$ cat config.mk
export PLATFORM = sky130hd
export DESIGN_NAME = prime_collector
export DESIGN_NICKNAME = d
export VERILOG_FILES = /design/src/rtl/prime_pkg.sv /design/src/rtl/prime_fifo.sv /design/src/rtl/prime_collector.sv
export SDC_FILE = /design/constraint.sdc
export NUM_CORES = 1
export LEC_CHECK = 0
export CORE_MARGIN = 3
export CORE_UTILIZATION = 50
export DETAILED_ROUTE_END_ITERATION = 10
export PLACE_DENSITY = 0.66
export SYNTH_ARGS = -nofsm -noshare
export SYNTH_HDL_FRONTEND = slang
export SYNTH_SLANG_ARGS = --single-unit
$ cat constraint.sdc
create_clock -name clk -period 6.4 [get_ports clk]
set_input_delay 1.28 -clock clk [delete_from_list [all_inputs] [get_ports clk]]
set_output_delay 1.28 -clock clk [all_outputs]
set_load 0.02 [all_outputs]
$ cat src/rtl/prime_pkg.sv
// Shared types for the prime collector: widths, FIFO entry layout and
// the collector's control states.
package prime_pkg;

  localparam int DATA_W = 11;

  typedef struct packed {
    logic [DATA_W-1:0] prime;
    logic [DATA_W-1:0] gap;
  } prime_entry_t;

  typedef enum logic {
    EMPTY_HIST = 1'b0,
    TRACKING   = 1'b1
  } ctrl_state_t;

endpackage

$ cat src/rtl/prime_fifo.sv
// Generic synchronous FIFO with push/pop, separate occupancy counter and
// a combinational head read at the read pointer.
module prime_fifo #(
  parameter  int W     = 22,
  parameter  int DEPTH = 16,
  localparam int PTR_W = $clog2(DEPTH)
) (
  input  logic             clk,
  input  logic             rst,
  input  logic             i_clr,
  input  logic             i_push,
  input  logic             i_pop,
  input  logic [W-1:0]     i_din,
  output logic [W-1:0]     o_dout,
  output logic [PTR_W:0]   o_count,
  output logic             o_full,
  output logic             o_empty
);

  logic [W-1:0]     r_mem [DEPTH];
  logic [PTR_W-1:0] r_wr;
  logic [PTR_W-1:0] r_rd;
  logic [PTR_W:0]   r_cnt;

  logic w_do_push;
  logic w_do_pop;

  assign o_empty   = (r_cnt == '0);
  assign o_full    = (r_cnt == (PTR_W+1)'(DEPTH));
  assign w_do_pop  = i_pop && !o_empty;
  // A full FIFO still takes a push when the head leaves on the same edge.
  assign w_do_push = i_push && (!o_full || w_do_pop);

  assign o_dout  = r_mem[r_rd];
  assign o_count = r_cnt;

  always_ff @(posedge clk or posedge rst) begin
    if (rst) begin
      r_wr  <= '0;
      r_rd  <= '0;
      r_cnt <= '0;
    end else if (i_clr) begin
      r_wr  <= '0;
      r_rd  <= '0;
      r_cnt <= '0;
    end else begin
      if (w_do_push) r_wr <= r_wr + 1'b1;
      if (w_do_pop)  r_rd <= r_rd + 1'b1;
      unique case ({w_do_push, w_do_pop})
        2'b10:   r_cnt <= r_cnt + 1'b1;
        2'b01:   r_cnt <= r_cnt - 1'b1;
        default: r_cnt <= r_cnt;
      endcase
    end
  end

  always_ff @(posedge clk) begin
    if (w_do_push && !i_clr && !rst) r_mem[r_wr] <= i_din;
  end

endmodule

$ cat src/rtl/prime_collector.sv
// Captures primes from the sweep checker with their gap to the previous
// prime, queues them for a valid/ready consumer and keeps statistics.
module prime_collector
  import prime_pkg::*;
#(
  parameter  int DATA_W = prime_pkg::DATA_W,
  parameter  int DEPTH  = 16,
  localparam int PTR_W  = $clog2(DEPTH)
) (
  input  logic              clk,
  input  logic              rst,
  input  logic              clr,
  input  logic              in_valid,
  input  logic [DATA_W-1:0] in_number,
  input  logic              in_is_prime,
  input  logic              out_ready,
  output logic              out_valid,
  output logic [DATA_W-1:0] out_prime,
  output logic [DATA_W-1:0] out_gap,
  output logic [PTR_W:0]    fifo_count,
  output logic [DATA_W-1:0] last_prime,
  output logic [DATA_W-1:0] max_gap,
  output logic              overflow,
  output logic              seq_err
);

  ctrl_state_t r_state;
  ctrl_state_t w_state_nxt;

  logic [DATA_W-1:0] r_last;
  logic [DATA_W-1:0] r_max;
  logic              r_ovf;
  logic              r_seq;

  logic              w_cand;
  logic              w_order_bad;
  logic              w_accept;
  logic [DATA_W-1:0] w_gap;
  logic              w_pop;
  logic              w_full;
  logic              w_empty;
  logic              w_drop;
  logic [2*DATA_W-1:0] w_head;

  assign w_cand      = in_valid && in_is_prime;
  assign w_order_bad = (r_state == TRACKING) && (in_number <= r_last);
  assign w_accept    = w_cand && !w_order_bad;
  assign w_gap       = (r_state == TRACKING) ? in_number - r_last : '0;
  assign w_pop       = out_valid && out_ready;
  assign w_drop      = w_accept && w_full && !w_pop;

  prime_fifo #(
    .W     (2*DATA_W),
    .DEPTH (DEPTH)
  ) u_fifo (
    .clk     (clk),
    .rst     (rst),
    .i_clr   (clr),
    .i_push  (w_accept),
    .i_pop   (w_pop),
    .i_din   ({in_number, w_gap}),
    .o_dout  (w_head),
    .o_count (fifo_count),
    .o_full  (w_full),
    .o_empty (w_empty)
  );

  // Stale storage is masked so an empty FIFO presents zeros.
  assign out_valid  = !w_empty;
  assign out_prime  = out_valid ? w_head[2*DATA_W-1:DATA_W] : '0;
  assign out_gap    = out_valid ? w_head[DATA_W-1:0] : '0;
  assign last_prime = r_last;
  assign max_gap    = r_max;
  assign overflow   = r_ovf;
  assign seq_err    = r_seq;

  always_comb begin
    w_state_nxt = r_state;
    unique case (r_state)
      EMPTY_HIST: if (w_accept) w_state_nxt = TRACKING;
      TRACKING:   w_state_nxt = TRACKING;
      default:    w_state_nxt = EMPTY_HIST;
    endcase
  end

  always_ff @(posedge clk or posedge rst) begin
    if (rst) begin
      r_state <= EMPTY_HIST;
    end else if (clr) begin
      r_state <= EMPTY_HIST;
    end else begin
      r_state <= w_state_nxt;
    end
  end

  always_ff @(posedge clk or posedge rst) begin
    if (rst) begin
      r_last <= '0;
      r_max  <= '0;
      r_ovf  <= 1'b0;
      r_seq  <= 1'b0;
    end else if (clr) begin
      r_last <= '0;
      r_max  <= '0;
      r_ovf  <= 1'b0;
      r_seq  <= 1'b0;
    end else begin
      unique case (1'b1)
        w_accept: begin
          r_last <= in_number;
          if (w_gap > r_max) r_max <= w_gap;
          if (w_drop) r_ovf <= 1'b1;
        end
        (w_cand && w_order_bad): r_seq <= 1'b1;
        default: ;
      endcase
    end
  end

endmodule

## Yosys cells after proc, flatten, opt, wreduce, memory -nomap -nowiden

Memories as Yosys holds them, arrays and structs flattened.
Cells that the tools add are included.

- Bits in registers: 38
- Bits in writable memories: 352
- Input port bits: 17
- Output and inout port bits: 52
- Logic and storage cells: 72
- Memories: 1

- Add/subtract/negate cells: 5
- Magnitude comparators: 2
- Equal/unequal tests: 3
- Mux-type cells: 24
- Bitwise logic cells: 1
- Reductions and logical operators: 28

Memories:

| name | depth | width | rd ports | clocked after Yosys merged registers in | wr ports | line | text |
|---|---|---|---|---|---|---|---|
| u_fifo.r_mem | 16 | 22 | 1 | 0 | 1 | prime_fifo.sv:20 | `logic [W-1:0] r_mem [DEPTH];` |

Operators by type and width:

| cell | count |
|---|---|
| $mux 11 | 8 |
| $mux 4 | 4 |
| $reduce_bool 2->1 | 6 |
| $gt 11x11->1 | 1 |
| $le 11x11->1 | 1 |
| $logic_and 1x1->1 | 11 |
| $sub 11x11->11 | 1 |
| $pmux 5 s2 | 1 |
| $mux 1 | 9 |
| $add 4x1->4 const B | 2 |
| $logic_not 1->1 | 6 |
| $add 5x1->5 const B | 1 |
| $eq 5x5->1 const B | 1 |
| $logic_not 5->1 | 1 |
| $mux 5 | 1 |
| $sub 5x1->5 const B | 1 |
| $reduce_and 2->1 | 2 |
| $reduce_bool 3->1 | 1 |
| $eq 2x1->1 const B | 1 |
| $eq 2x2->1 const B | 1 |
| $pmux 1 s2 | 1 |
| $logic_or 1x1->1 | 1 |
| $not 1->1 | 1 |

## Depth between registers and ports, before layout

- Depth in word-level cells: 10
- Mapped depth: 16
- Depth with buffers taken out: 16

## By module

Synthesis repeated with hierarchy kept, for this count alone.

- Cells, all modules: 867
- Area total of the unflattened synthesis: 16402.0 um2

Modules (own cells, without submodules):

| module | instances | cells each | area each (um2) | seq. area each (um2) |
|---|---|---|---|---|
| prime_fifo | 1 | 609 | 14191.1 | 10895.4 |
| prime_collector | 1 | 258 | 2210.9 | 625.6 |

## Least setup slack after synthesis

No wires, ideal clock.

- Kind: input port to flip-flop
- From: in in_number[4]
- To: mem u_fifo.r_mem[0][0], enable pin
- Library setup time: 429 ps
- Arrival: 4640 ps
- Required time: 5971 ps
- Path slack: 1332 ps
- Cell stages on the path: 10
- Buffers on the path: 1
- Cells stage by stage: ha_1 nand3_1 and2_2 a21oi_1 o31a_1 o41a_1 buf_2 nor4b_2 nand2_1 nor3_1

- Cells in the longest elaborated chain, start to end: 9

RTL lines:

| what | line | text |
|---|---|---|
| start, declared | prime_collector.sv:14 | `input logic [DATA_W-1:0] in_number,` |
| $le 11x11->1 | prime_collector.sv:46 | `assign w_order_bad = (r_state == TRACKING) && (in_number <= r_last);` |
| $logic_and 1x1->1 | prime_collector.sv:46 |  |
| $logic_not 1->1 | prime_collector.sv:47 | `assign w_accept = w_cand && !w_order_bad;` |
| $logic_and 1x1->1 | prime_collector.sv:47 |  |
| $logic_and 1x1->1 | prime_fifo.sv:32 | `assign w_do_push = i_push && (!o_full \|\| w_do_pop);` |
| $logic_and 1x1->1 (2 in series) | prime_fifo.sv:58 | `if (w_do_push && !i_clr && !rst) r_mem[r_wr] <= i_din;` |
| $mux 1 | prime_fifo.sv:58 |  |
| $mux 1 (not written as such) | prime_fifo.sv:58 |  |
| end, declared | prime_fifo.sv:20 |  |

Every way passes these cells.

## Final worst setup path

- From: in in_number[0]
- To: reg r_max[5], in the netlist max_gap[5]

- Elaborated cells on any way between the ends: 13
- Classes of those cells: add/sub (1); order compare (2); mux (4); reduce/logical (6)

RTL lines:

| what | line | text |
|---|---|---|
| $sub 11x11->11 | prime_collector.sv:48 | `assign w_gap = (r_state == TRACKING) ? in_number - r_last : '0;` |
| $mux 11 | prime_collector.sv:48 |  |
| named net u_fifo.i_din[6] | prime_fifo.sv:13 | `input logic [W-1:0] i_din,` |
| $gt 11x11->1 | prime_collector.sv:111 | `if (w_gap > r_max) r_max <= w_gap;` |
| $reduce_bool 2->1 (no line) | n/a |  |
| $reduce_and 2->1 (no line) | n/a |  |
| end signal, assigned | prime_collector.sv:111 |  |
| end, declared | prime_collector.sv:31 | `logic [DATA_W-1:0] r_max;` |

The timed path passes the listed nets, and every way through them passes these cells. The select of a mux whose other input is x is not followed.
A chain may end at the register's enable or synchronous reset.

==> results.sh <==
export IMPL_synth_top_family_by_area="multiplexers"
export IMPL_fin_worst_skew_ns=0.0191
export IMPL_antenna_found_initial=0
export IMPL_post_route_cells_drive_above_1_share_pct=24.7
export IMPL_fin_tns_setup_ns=0
export IMPL_regToRegStartpoint="last_prime[1]"
export IMPL_layout_cells_most_common_list="352 x sky130_fd_sc_hd__edfxtp_1, 110 x sky130_fd_sc_hd__mux4_2, 68 x sky130_fd_sc_hd__clkdlybuf4s50_1"
export IMPL_initial_core_util_pct=51.2
export IMPL_ctsHoldBuffers=0
export IMPL_synth_ff_type="sky130_fd_sc_hd__edfxtp_1"
export IMPL_worst_skew_pair_late_latency_ns=0.53
export IMPL_edff_count_synth=352
export IMPL_buffer_ports_inserted=68
export IMPL_core_rowCount=65
export IMPL_synth_xor_area_share_pct=0.645
export IMPL_worst_ep_required_time_ns=6.85
export IMPL_finalSetupViolCount=0
export IMPL_fin_nets=1016
export IMPL_pwr_density_cell_mw_per_mm2=342
export IMPL_worstRegToRegCells=17
export IMPL_worst_path_max_fanout=18
export IMPL_tightestPinTransition_ns=0.774
export IMPL_postSynthCellCount=852
export IMPL_grtUsageTotal_pct=21.2
export IMPL_complex_gate_fraction_of_the_synthesized_area_pct=3.15
export IMPL_place_detailed_hpwl_mm=21.7
export IMPL_worst_hold_startpoint="overflow"
export IMPL_min_period_ns=5.04
export IMPL_maxSlewHeadroom_pct=48.4
export IMPL_final_period_utilization_pct=78.8
export IMPL_worst_r2r_setup_slack_ns=2.26
export IMPL_globalRouteOverflowTotal=0
export IMPL_num_vias=8475
export IMPL_design_core_area_mm2=0.0318
export IMPL_grt_first_pass_wirelength_mm=55.5
export IMPL_vias_in_the_first_global_route=8838
export IMPL_worst_endpoint_arrival_ns=5.49
export IMPL_detail_route_vias_per_cell=5.91
export IMPL_cts_sinks=390
export IMPL_critical_path_class="in -> reg"
export IMPL_clk_path_buf_depth=3
export IMPL_synth_simple_gate_area_share_pct=4.64
export IMPL_fp_dieArea_mm2=0.0348
export IMPL_globalplace_congestion=0.908
export IMPL_achievable_frequency_mhz=198
export IMPL_run_status="finished clean"
export IMPL_detail_route_drc_violations=0
export IMPL_worst_setup_path_startpoint="in_number[0]"
export IMPL_timing_hold_violations_final=0
export IMPL_finalWorstSetupSlack_ns=1.36
export IMPL_synth_yosys_seq_area_share_pct=70.7
export IMPL_cts_repair_resize_count=0
export IMPL_synth_mux_area_share_pct=16.9
export IMPL_cts_max_level=2
export IMPL_first_pass_iters=5
export IMPL_total_leakage_power_uw=0.00633
export IMPL_io_pins=69
export IMPL_grt_setup_unrepaired="no"
export IMPL_min_delay_worst_endpoint="overflow"
export IMPL_tritoncts="yes"
export IMPL_antenna_violating_nets_post_route=0
export IMPL_syn_to_final_growth_pct=17.6
export IMPL_clk_transition_reported_paths_ns=0.06
export IMPL_worst_r2r_endpoint="max_gap[6]"
export IMPL_crit_path_start_kind="input pin"
export IMPL_syn_avg_cell_area_um2=19.1
export IMPL_netlist_area_mm2=0.0163
export IMPL_cts_made_buffers=39
export IMPL_detailedRoute_firstIterationViolations=662
export IMPL_die_width_um=187
export IMPL_wirelength_mm=36.3
export IMPL_clock_tree_root_cell="sky130_fd_sc_hd__clkbuf_16"
export IMPL_worst_setup_slack_post_dpl_ns=0.875
export IMPL_layout_filler_cells=2299
export IMPL_worst_hold_slack_ns=0.505
export IMPL_layout_cells_most_common="sky130_fd_sc_hd__edfxtp_1"
export IMPL_timing_max_cap_violations=0
export IMPL_finalMaxSlewViolations=0
export IMPL_yosys_register_bits=390
export IMPL_grt_start_max_net_pins=49
export IMPL_die_height_um=187
export IMPL_synth_distinct_cells=62
export IMPL_synthAdderAreaFrac_pct=2.40
export IMPL_worst_hold_path_type="reg -> reg"
export IMPL_synth_warnings=0
export IMPL_synth_async_sr_flop_share_pct=9.74
export IMPL_cp_end_kind="flop"
export IMPL_wl_per_cell_um=25.3
export IMPL_postCtsSetupRepairBufs=0
export IMPL_mappedNetlistNets=899
export IMPL_hold_path_cell_count=2
export IMPL_vdd_drop_max_mv=0.201
==> worst max-delay path: stages <==
cell and delay (ns):
sky130_fd_sc_hd__clkdlybuf4s50_1 0.46, sky130_fd_sc_hd__buf_4 0.21, sky130_fd_sc_hd__inv_1 0.07, sky130_fd_sc_hd__ha_1 0.22
sky130_fd_sc_hd__fa_1 0.38, sky130_fd_sc_hd__nor2b_1 0.20, sky130_fd_sc_hd__o21bai_1 0.08, sky130_fd_sc_hd__a21boi_0 0.30
sky130_fd_sc_hd__nor2_1 0.09, sky130_fd_sc_hd__xor2_1 0.15, sky130_fd_sc_hd__nor2_1 0.06, sky130_fd_sc_hd__buf_4 0.20
sky130_fd_sc_hd__ha_1 0.36, sky130_fd_sc_hd__nand2_1 0.08, sky130_fd_sc_hd__o21ai_0 0.14, sky130_fd_sc_hd__a311oi_1 0.11
sky130_fd_sc_hd__a31oi_1 0.51, sky130_fd_sc_hd__o21a_1 0.37, sky130_fd_sc_hd__mux2i_1 0.21
==> kinds of logic (layout without fill, tap and decap cells) <==
logic type	Yosys count	in the layout
flip-flops	390	390
AND/OR/NAND/NOR	149	149
multiplexers	135	135
buffers and inverters	69	215
AO/OA/AOI/OAI	67	67
adder cells (fa/ha/maj)	30	30
XOR/XNOR	12	12
other	0	2
==> layout make-up <==
type                       instances  area, µm²  area share [%]
timing repair buffer             115       1100            5.72
sequential                       390      11500            60.2
antenna                            2       5.00          0.0261
clock buffer                      49       1030            5.40
inverter                          30        113           0.588
tap                              435        544            2.84
multi-input combinational        393       4570            23.8
clock inverter                    21        267            1.39
==> registers in the layout (all words and copies together) (netlist names) <==
| register | cells |
|---|---|
| r_state | 1 |
| max_gap | 11 |
| u_fifo.r_wr | 4 |
| u_fifo.o_count | 5 |
| last_prime | 11 |
| overflow | 1 |
| seq_err | 1 |
| u_fifo.r_rd | 4 |
| u_fifo.r_mem | 352 |
==> synth_stat cells, types with 7 or more instances <==
| library cell | number | share of area [%] |
|---|---|---|
| sky130_fd_sc_hd__mux2i_1 | 21 | 1.3 |
| sky130_fd_sc_hd__dfrtp_1 | 38 | 5.8 |
| sky130_fd_sc_hd__mux4_2 | 110 | 15 |
| sky130_fd_sc_hd__clkbuf_1 | 24 | 0.55 |
| sky130_fd_sc_hd__nand3_1 | 7 | 0.21 |
| sky130_fd_sc_hd__and2_1 | 25 | 0.96 |
| sky130_fd_sc_hd__edfxtp_1 | 352 | 65 |
| sky130_fd_sc_hd__nor3_1 | 11 | 0.34 |
| sky130_fd_sc_hd__inv_1 | 28 | 0.64 |
| sky130_fd_sc_hd__a21oi_1 | 14 | 0.43 |
| sky130_fd_sc_hd__buf_1 | 12 | 0.28 |
| sky130_fd_sc_hd__nand2_1 | 28 | 0.64 |
| sky130_fd_sc_hd__nand2b_1 | 7 | 0.27 |
| sky130_fd_sc_hd__nor2_1 | 46 | 1.1 |
| sky130_fd_sc_hd__ha_1 | 28 | 2.1 |
==> routing by layer <==
layer / up-vias / part of all wire (%) / GRT usage [%]
met5: - / 0 / 0
met4: 0 / 1.4 / 4.39
met3: 37 / 5.8 / 3.63
met2: 275 / 49 / 34.4
met1: 4494 / 44 / 31.1
li1: 3669 / - / -
==> stage by stage <==
stage	instance area, µm²	utilization [%]	total power (µW)	cells
after global routing	19200	60.2	6800	1433
after CTS	19200	60.2	6610	1433
after global placement	17800	56.1	4310	1363
final	19200	60.2	6540	1435
after floorplan	16300	-	3830	852
after detailed placement	17800	56.1	4310	1363
==> worst max path at each step <==
stage | endpoint | slack (ns) | cells after the start
finish | max_gap[5] | 1.36 | 19
global route | max_gap[5] | 0.88 | 19
detailed placement | u_fifo.o_count[4] | 0.88 | 13
global placement | max_gap[5] | 0.95 | 19
CTS | out_gap[9] | 1.32 | 5
floorplan | u_fifo.r_mem[0][0] | 1.33 | 10
==> where the power goes <==
part / total, µW / internal, µW / switching, µW
registers: 2920 / 2810 / 106
logic: 1320 / 704 / 613
clock network: 2310 / 1390 / 916
total: 6540 / 4910 / 1630
No activity file was read; power rests on OpenSTA's default activity.
